==> src/rtl/rep_code_tx_if.sv <==
// Handshake and chip-stream bundle for the repetition-code transmitter.
// master = upstream frame source / chip sink side, slave = rep_code_tx itself.
interface rep_code_tx_if #(
  parameter int DATA_W = 8,
  parameter int REP    = 5
);
  logic              in_valid;
  logic              in_ready;
  logic [DATA_W-1:0] in_data;
  logic [REP-1:0]    inj_mask;
  logic              tx_bit;
  logic              tx_valid;
  logic              tx_sof;
  logic              tx_eof;

  modport master (
    output in_valid, in_data, inj_mask,
    input  in_ready, tx_bit, tx_valid, tx_sof, tx_eof
  );

  modport slave (
    input  in_valid, in_data, inj_mask,
    output in_ready, tx_bit, tx_valid, tx_sof, tx_eof
  );
endinterface

==> src/rtl/rep_code_tx.sv <==
// Serializes DATA_W-bit words LSB first, each bit repeated REP chips and XORed with a per-frame mask.
// First chip appears on the accepting edge; in_ready only in IDLE or on the last chip, so frames run back-to-back.
module rep_code_tx #(
  parameter int DATA_W = 8,
  parameter int REP    = 5
) (
  input  logic        clk,
  input  logic        rst_n,
  rep_code_tx_if.slave bus
);
  localparam int CW = (REP > 1) ? $clog2(REP) : 1;
  localparam int BW = (DATA_W > 1) ? $clog2(DATA_W) : 1;
  localparam logic [CW-1:0] CHIP_LAST = CW'(REP - 1);
  localparam logic [BW-1:0] BIT_LAST  = BW'(DATA_W - 1);

  typedef enum logic {IDLE, SEND} state_t;

  state_t            state_q, state_d;
  logic [CW-1:0]     chip_cnt;
  logic [BW-1:0]     bit_cnt;
  logic [DATA_W-1:0] shift_q;
  logic [REP-1:0]    mask_q;
  logic              last_chip;
  logic              accept;

  assign last_chip = (state_q == SEND) && (chip_cnt == CHIP_LAST) && (bit_cnt == BIT_LAST);
  assign accept    = bus.in_valid && bus.in_ready;

  always_ff @(posedge clk or negedge rst_n) begin
    if (!rst_n) begin
      state_q <= IDLE;
    end else begin
      state_q <= state_d;
    end
  end

  always_comb begin
    state_d = state_q;
    case (state_q)
      IDLE:    if (accept) state_d = SEND;
      SEND:    if (last_chip && !accept) state_d = IDLE;
      default: state_d = IDLE;
    endcase
  end

  // The mask rotates once per chip so chip c always sees mask[c]; after REP chips it is back in place.
  always_ff @(posedge clk or negedge rst_n) begin
    if (!rst_n) begin
      chip_cnt <= '0;
      bit_cnt  <= '0;
      shift_q  <= '0;
      mask_q   <= '0;
    end else if (accept) begin
      chip_cnt <= '0;
      bit_cnt  <= '0;
      shift_q  <= bus.in_data;
      mask_q   <= bus.inj_mask;
    end else if (state_q == SEND) begin
      mask_q <= {mask_q[0], mask_q[REP-1:1]};
      if (chip_cnt == CHIP_LAST) begin
        chip_cnt <= '0;
        shift_q  <= shift_q >> 1;
        bit_cnt  <= (bit_cnt == BIT_LAST) ? '0 : bit_cnt + BW'(1);
      end else begin
        chip_cnt <= chip_cnt + CW'(1);
      end
    end
  end

  // Outputs decode straight from registered state, so an async reset clears them at once.
  always_comb begin
    bus.in_ready = (state_q == IDLE) || last_chip;
    bus.tx_valid = 1'b0;
    bus.tx_bit   = 1'b0;
    bus.tx_sof   = 1'b0;
    bus.tx_eof   = 1'b0;
    if (state_q == SEND) begin
      bus.tx_valid = 1'b1;
      bus.tx_bit   = shift_q[0] ^ mask_q[0];
      bus.tx_sof   = (chip_cnt == '0) && (bit_cnt == '0);
      bus.tx_eof   = last_chip;
    end
  end
endmodule

==> src/flat_wrapper.sv <==
// flat-port wrapper written by rule: the top's interface ports become plain ports
module rep_code_tx_flat 
#(
  parameter int DATA_W = 8,
  parameter int REP    = 5
)
  (clk, rst_n, bus_in_valid, bus_in_data, bus_inj_mask, bus_in_ready, bus_tx_bit, bus_tx_valid, bus_tx_sof, bus_tx_eof);
  rep_code_tx_if #(.DATA_W(DATA_W), .REP(REP)) bus_i ();
  input  logic clk;
  input  logic rst_n;
  input wire logic [$bits(bus_i.in_valid)-1:0] bus_in_valid;
  input wire logic [$bits(bus_i.in_data)-1:0] bus_in_data;
  input wire logic [$bits(bus_i.inj_mask)-1:0] bus_inj_mask;
  output wire logic [$bits(bus_i.in_ready)-1:0] bus_in_ready;
  output wire logic [$bits(bus_i.tx_bit)-1:0] bus_tx_bit;
  output wire logic [$bits(bus_i.tx_valid)-1:0] bus_tx_valid;
  output wire logic [$bits(bus_i.tx_sof)-1:0] bus_tx_sof;
  output wire logic [$bits(bus_i.tx_eof)-1:0] bus_tx_eof;
  assign bus_i.in_valid = bus_in_valid;
  assign bus_i.in_data = bus_in_data;
  assign bus_i.inj_mask = bus_inj_mask;
  assign bus_in_ready = bus_i.in_ready;
  assign bus_tx_bit = bus_i.tx_bit;
  assign bus_tx_valid = bus_i.tx_valid;
  assign bus_tx_sof = bus_i.tx_sof;
  assign bus_tx_eof = bus_i.tx_eof;
  rep_code_tx #(.DATA_W(DATA_W), .REP(REP)) u_core (.clk(clk), .rst_n(rst_n), .bus(bus_i));
endmodule
==> config.mk <==
export PLATFORM = sky130hd
export DESIGN_NAME = rep_code_tx_flat
export DESIGN_NICKNAME = d
export VERILOG_FILES = /design/src/rtl/rep_code_tx_if.sv /design/src/rtl/rep_code_tx.sv /design/src/flat_wrapper.sv
export SDC_FILE = /design/constraint.sdc
export NUM_CORES = 1
export LEC_CHECK = 0
export ABC_AREA = 1
export BUFFER_PORTS_ARGS = -buffer_cell sky130_fd_sc_hd__buf_2
export CORE_ASPECT_RATIO = 1.75
export CORE_MARGIN = 4
export CORE_UTILIZATION = 40
export DETAILED_ROUTE_END_ITERATION = 12
export SETUP_SLACK_MARGIN = 0.5
export SLEW_MARGIN = 20
export SYNTH_ARGS = -nofsm -noshare
export SYNTH_HDL_FRONTEND = slang
export SYNTH_SLANG_ARGS = --single-unit
==> constraint.sdc <==
create_clock -name clk -period 2.92 [get_ports clk]
set_input_delay 0.584 -clock clk [delete_from_list [all_inputs] [get_ports clk]]
set_output_delay 0.584 -clock clk [all_outputs]
set_load 0.01 [all_outputs]
==> results of run 1 <==
state kept, by name, indices dropped and copies added, names as in the netlist:
| register | flops |
|---|---|
| u_core.mask_q | 5 |
| u_core.chip_cnt | 3 |
| u_core.state_q | 1 |
| u_core.shift_q | 8 |
| u_core.bit_cnt | 3 |
critical path: stages, from the launching register on:
cell	delay [ns]
dfrtp_1	0.39
inv_1	0.09
ha_1	0.19
nand2_2	0.11
o21bai_4	0.29
buf_2	0.20
where the power goes:
part	internal, W	total [W]	switching, W	leakage (nW)
sequential	0.000365	0.000414	0.0000489	0.254
clock	0.000183	0.000277	0.0000942	0.0357
combinational	0.000141	0.000368	0.000227	0.444
cell usage in the layout (no fill, tap or decap):
cell type,instances
nand2_4,2
nor3_1,2
nand2_1,30
nand3_2,5
inv_2,2
buf_2,20
o21ai_0,4
nor2_1,1
inv_1,24
bufinv_16,1
nand4_1,1
nand2_2,9
dfrtp_1,20
o21bai_4,1
o21ai_2,4
nand3_1,21
ha_1,5
inv_4,1
a21oi_1,2
nor2_4,1
clkbuf_8,3
worst max path at each step:
stage	cells past startpoint	endpoint	slack, ns
floorplan	4	bus_tx_eof	1.35
global placement	5	bus_in_ready	1.15
detailed placement	5	bus_in_ready	1.08
CTS	5	bus_in_ready	0.77
global route	5	bus_in_ready	0.67
finish	5	bus_in_ready	0.81
logic make-up (layout without fill, tap and decap cells):
family          count (synthesis)  in the layout  synth area share
compound gates                 11             11            0.0716
buf+inv                        30             51             0.125
flops                          20             20             0.427
simple gates                   72             72             0.323
fa+ha+maj                       5              5            0.0534
cell type report:
type | instances | share of cell area
Tap cell | 27 | 0.0253
Clock buffer | 3 | 0.0310
Clock inverter | 1 | 0.0225
Sequential cell | 20 | 0.375
Timing Repair Buffer | 20 | 0.0750
Inverter | 27 | 0.0779
Multi-Input combinational cell | 88 | 0.393
per-layer routing:
metal,global-route usage,wire length [um],up-vias
met5,0,0,-
met4,0.0728,42,0
met3,0.0224,84,4
met2,0.232,1150,16
met1,0.149,998,436
li1,-,-,473
stage by stage:
step / setup WS (ns) / hold WS, ns / area (sq um)
6_report: 0.806 / 0.266 / 1330
5_1_grt: 0.674 / 0.288 / 1330
4_1_cts: 0.769 / 0.277 / 1330
3_5_place_dp: 1.08 / 0.474 / 1260
3_3_place_gp: 1.15 / 0.467 / 1260
2_1_floorplan: 1.35 / 0.288 / 1170
==> impl_metrics.toml, run 1 <==
[run_status]
status = "completed"

[placed_design]
io_buffers = 20
post-place-cells = 182
place.gp.congestion = 0.717
hpwl_um = 1690

[hold_path]
min_path_type = "in2async"

[die]
dieWidth_um = 48.9
fp-row-count = 25
dieArea_sq_um = 3890
initial_core_util = 0.425
fp.dieH_um = 79.6
core_sq_um = 2750
io_pins = 21

[synthesis]
yosysTopAreaCellShare = 0.427
synth_most_common_cell = "nand2_1"
async_flop_share = 1.00
syn_inst = 138
ys_seq_area_frac = 0.427
synth_seq_cells = 20
synth_commonest_cells = "30 x nand2_1, 24 x inv_1, 21 x nand3_1"
synth_top_flop_cell = "dfrtp_1"
synth_area_sq_um = 1170
synthTopCellsByArea = "dfrtp_1 43%, nand2_1 9.6%, nand3_1 9.0%"
syn_nets = 159
synth_top_area_cell = "dfrtp_1"
avgSynthCellArea_sq_um = 8.49
synth_edf_count = 0
yosys_warnings = 0
synth_cell_types = 20

[global_routing]
globalRoute.totalOverflow = 0
grt_max_degree = 21
grtUsageTotal = 0.132
grt_antenna_before_repair = 0
grt_pass1_vias = 926
grt_pass1_wl_um = 4060

[clocking]
h-tree-depth = 1
post_cts_buffers = 0
cts_tree = "done"
clk_path_buf_depth = 2
hold_buffers = 0
cts_buffers = 3
path_clk_slew_ns = 0.08
cts_sinks = 20
root_buffer = "clkbuf_8"
cts-resized-gates = 0
clk-insertion-delay-late_ns = 0.26

[timing]
rsz0062_at_grt = "false"
layout_min_cycle_time_ns = 2.11
finClkSkew_ns = 0.00533
fin_setup_tns_ns = 0
finalSetupViolations = 0
finalHoldViolations = 0
worst_pin_slew_ns = 0.471
slew_headroom = 0.686
period_share = 0.724
drv_slew = 0
max_freq_mhz = 473

[drt]
drc = 0
wl_per_cell_um = 12.3
vias = 929
avgViaCountPerCell = 4.99
initialDrtViolationCount = 13
ant_nets = 0
firstDrtPassIters = 3
wirelength_um = 2280

[cells_and_area]
synthToLayoutAreaGrowth_pct = 13.9
multi_input_area_sq_um = 524
antenna_cells = 0
layout-drive-gt1-share = 0.308
fillerInstances = 280
seq_area_sq_um = 500
fin_nets = 181
fin_util = 0.485
final_cells = 186

[job]
maxCapViolations = 0

[power]
power.total_w = 0.00106
powerDensity_nw_per_um2 = 794
p_leak_nw = 0.734
vdd_ir_drop_max_mv = 0.419

[critical_path]
cp-startpoint = "u_core.chip_cnt[0]"
timing.rr.end = "u_core.mask_q[0]"
r2r-start = "u_core.chip_cnt[0]"
critPathKind = "reg2out"
reg2reg_slack_ns = 1.22
crit_path_max_fanout = 10
r2r_cells = 8
start_kind = "flop"
required_ns = 2.34
crit_arrival_ns = 1.53
worstSetupEndpointType = "primary output"
No activity file was read; power rests on OpenSTA's default activity.
==> run 2: changes to the inputs <==
==> constraint.sdc (replaced) <==
create_clock -name clk -period 2 [get_ports clk]
set_input_delay 0.4 -clock clk [delete_from_list [all_inputs] [get_ports clk]]
set_output_delay 0.4 -clock clk [all_outputs]
set_load 0.01 [all_outputs]
==> run 2 against run 1 <==
Final area increased by 22%; sequential power increased by 50%; critical path depth unchanged; sequential share of layout area decreased by 6.7 points; power increased by 61%; clock-buffer cell count increased by 1.
==> impl_metrics.toml, run 2 (synthesis results as in run 1) <==
[cells_and_area]
fin_nets = 194
antenna_cells = 0
largest_register = "u_core.shift_q"
stdcell_area_sq_um = 1630
mostFrequentLayoutCell = "nand2_1"
synthToLayoutAreaGrowth_pct = 39.2
final_cell_mix = "26 x nand2_1, 21 x nand3_2, 19 x buf_2, 19 x dfrtp_1, 18 x inv_1"
layout-drive-gt1-share = 0.547
largest_reg_flops = 8
top_regs = "u_core.shift_q x8, u_core.mask_q x5"
fin_util = 0.592

[die]
core_sq_um = 2750
dieArea_sq_um = 3890
io_pins = 21
initial_core_util = 0.425
fp-row-count = 25
dieWidth_um = 48.9
fp.dieH_um = 79.6

[timing]
worst_pin_slew_ns = 0.465
fin_setup_tns_ns = 0
finClkSkew_ns = 0.00486
slew_headroom = 0.690
max_freq_mhz = 593
drv_slew = 0
finalSetupViolations = 0
finalHoldViolations = 0
rsz0062_at_grt = "true"
layout_min_cycle_time_ns = 1.69
period_share = 0.844
holdWs_ns = 0.0789
fin_ws_ns = 0.313

[placed_design]
place_area_sq_um = 1270
dpl_worst_slack_ns = 0.435
place.gp.congestion = 0.743
hpwl_um = 1660
io_buffers = 20

[global_routing]
grt_antenna_before_repair = 0
globalRoute.totalOverflow = 0
grt_pass1_vias = 955
grt_max_degree = 21
grtUsageTotal = 0.128
grt_pass1_wl_um = 4010

[run_status]
status = "completed"

[job]
maxCapViolations = 0

[critical_path]
worstSetupEndpointType = "primary output"
required_ns = 1.60
crit_arrival_ns = 1.29
start_kind = "flop"
timing.rr.end = "u_core.shift_q[3]"
critPathKind = "reg2out"
r2r_cells = 10
reg2reg_slack_ns = 0.41
crit_path_max_fanout = 2
r2r-start = "u_core.bit_cnt[0]"

[power]
powerDensity_nw_per_um2 = 1040
p_leak_nw = 0.838
vdd_ir_drop_max_mv = 0.665

[drt]
initialDrtViolationCount = 24
wl_per_cell_um = 13.0
firstDrtPassIters = 4
ant_nets = 0
vias = 994
drc = 0
wirelength_um = 2580
avgViaCountPerCell = 4.99

[clocking]
cts_buffers = 3
hold_buffers = 0
h-tree-depth = 1
clk-insertion-delay-late_ns = 0.26
cts_sinks = 20
clk_path_buf_depth = 2
root_buffer = "clkbuf_8"
path_clk_slew_ns = 0.08
cts_tree = "done"

[hold_path]
min_path_type = "in2async"
-- run 2: cell count changes in the layout (fill, tap and decap cells not counted), moves of 3 or more --
cell	before	now
nand2_1	30	26
inv_1	24	18
inv_2	2	5
buf_4	0	9
nand2_4	2	5
ha_4	0	3
ha_1	5	1
nand3_1	21	5
nand3_2	5	21
-- run 2: area by class of cell --
class	instances	area, sq um
Clock buffer	4	55.1
Fill cell	259	1120
Inverter	27	116
Multi-Input combinational cell	89	708
Sequential cell	20	502
Tap cell	27	33.8
Timing Repair Buffer	32	215
-- run 2: layer usage --
metal | part of all wire | vias to the layer above | track usage
li1 | - | 500 | -
met2 | 0.52 | 18 | 0.211
met1 | 0.43 | 471 | 0.159
met3 | 0.027 | 5 | 0.0206
met5 | 0 | - | 0
met4 | 0.020 | 0 | 0.0647
-- run 2: worst max-delay path by stage --
stage	to	cells past startpoint	startpoint
after global placement	u_core.shift_q[1]	8	u_core.chip_cnt[0]
after floorplan	u_core.mask_q[0]	8	u_core.chip_cnt[0]
final	bus_in_ready	5	u_core.bit_cnt[0]
after detailed placement	u_core.mask_q[1]	8	u_core.bit_cnt[0]
after global routing	bus_in_ready	5	u_core.bit_cnt[0]
after CTS	bus_in_ready	5	u_core.bit_cnt[1]
-- run 2: metrics by stage --
stage                     std cells  power (W)
final                           199    0.00170
after global placement          183    0.00114
after detailed placement        183    0.00115
after floorplan                 138    0.00104
after global routing            199    0.00184
after CTS                       191    0.00158
-- run 2: critical path: stages, from the launching register on --
cell,delay (ns)
dfrtp_1,0.40
ha_2,0.21
ha_4,0.17
inv_4,0.06
o21bai_4,0.06
buf_6,0.13
-- run 2: timing repair --
action	CTS	global route
gates cloned	0	1
setup endpoints to repair	18	19
pin swaps	5	18
buffers inserted	4	7
resized for setup	17	38
-- run 2: power by group --
part           switching (W)  leakage (nW)  internal [W]  total [W]
logic               0.000419         0.555      0.000347   0.000766
registers          0.0000885         0.254      0.000533   0.000622
clock network       0.000137        0.0288      0.000175   0.000312
total               0.000644         0.838       0.00106    0.00170
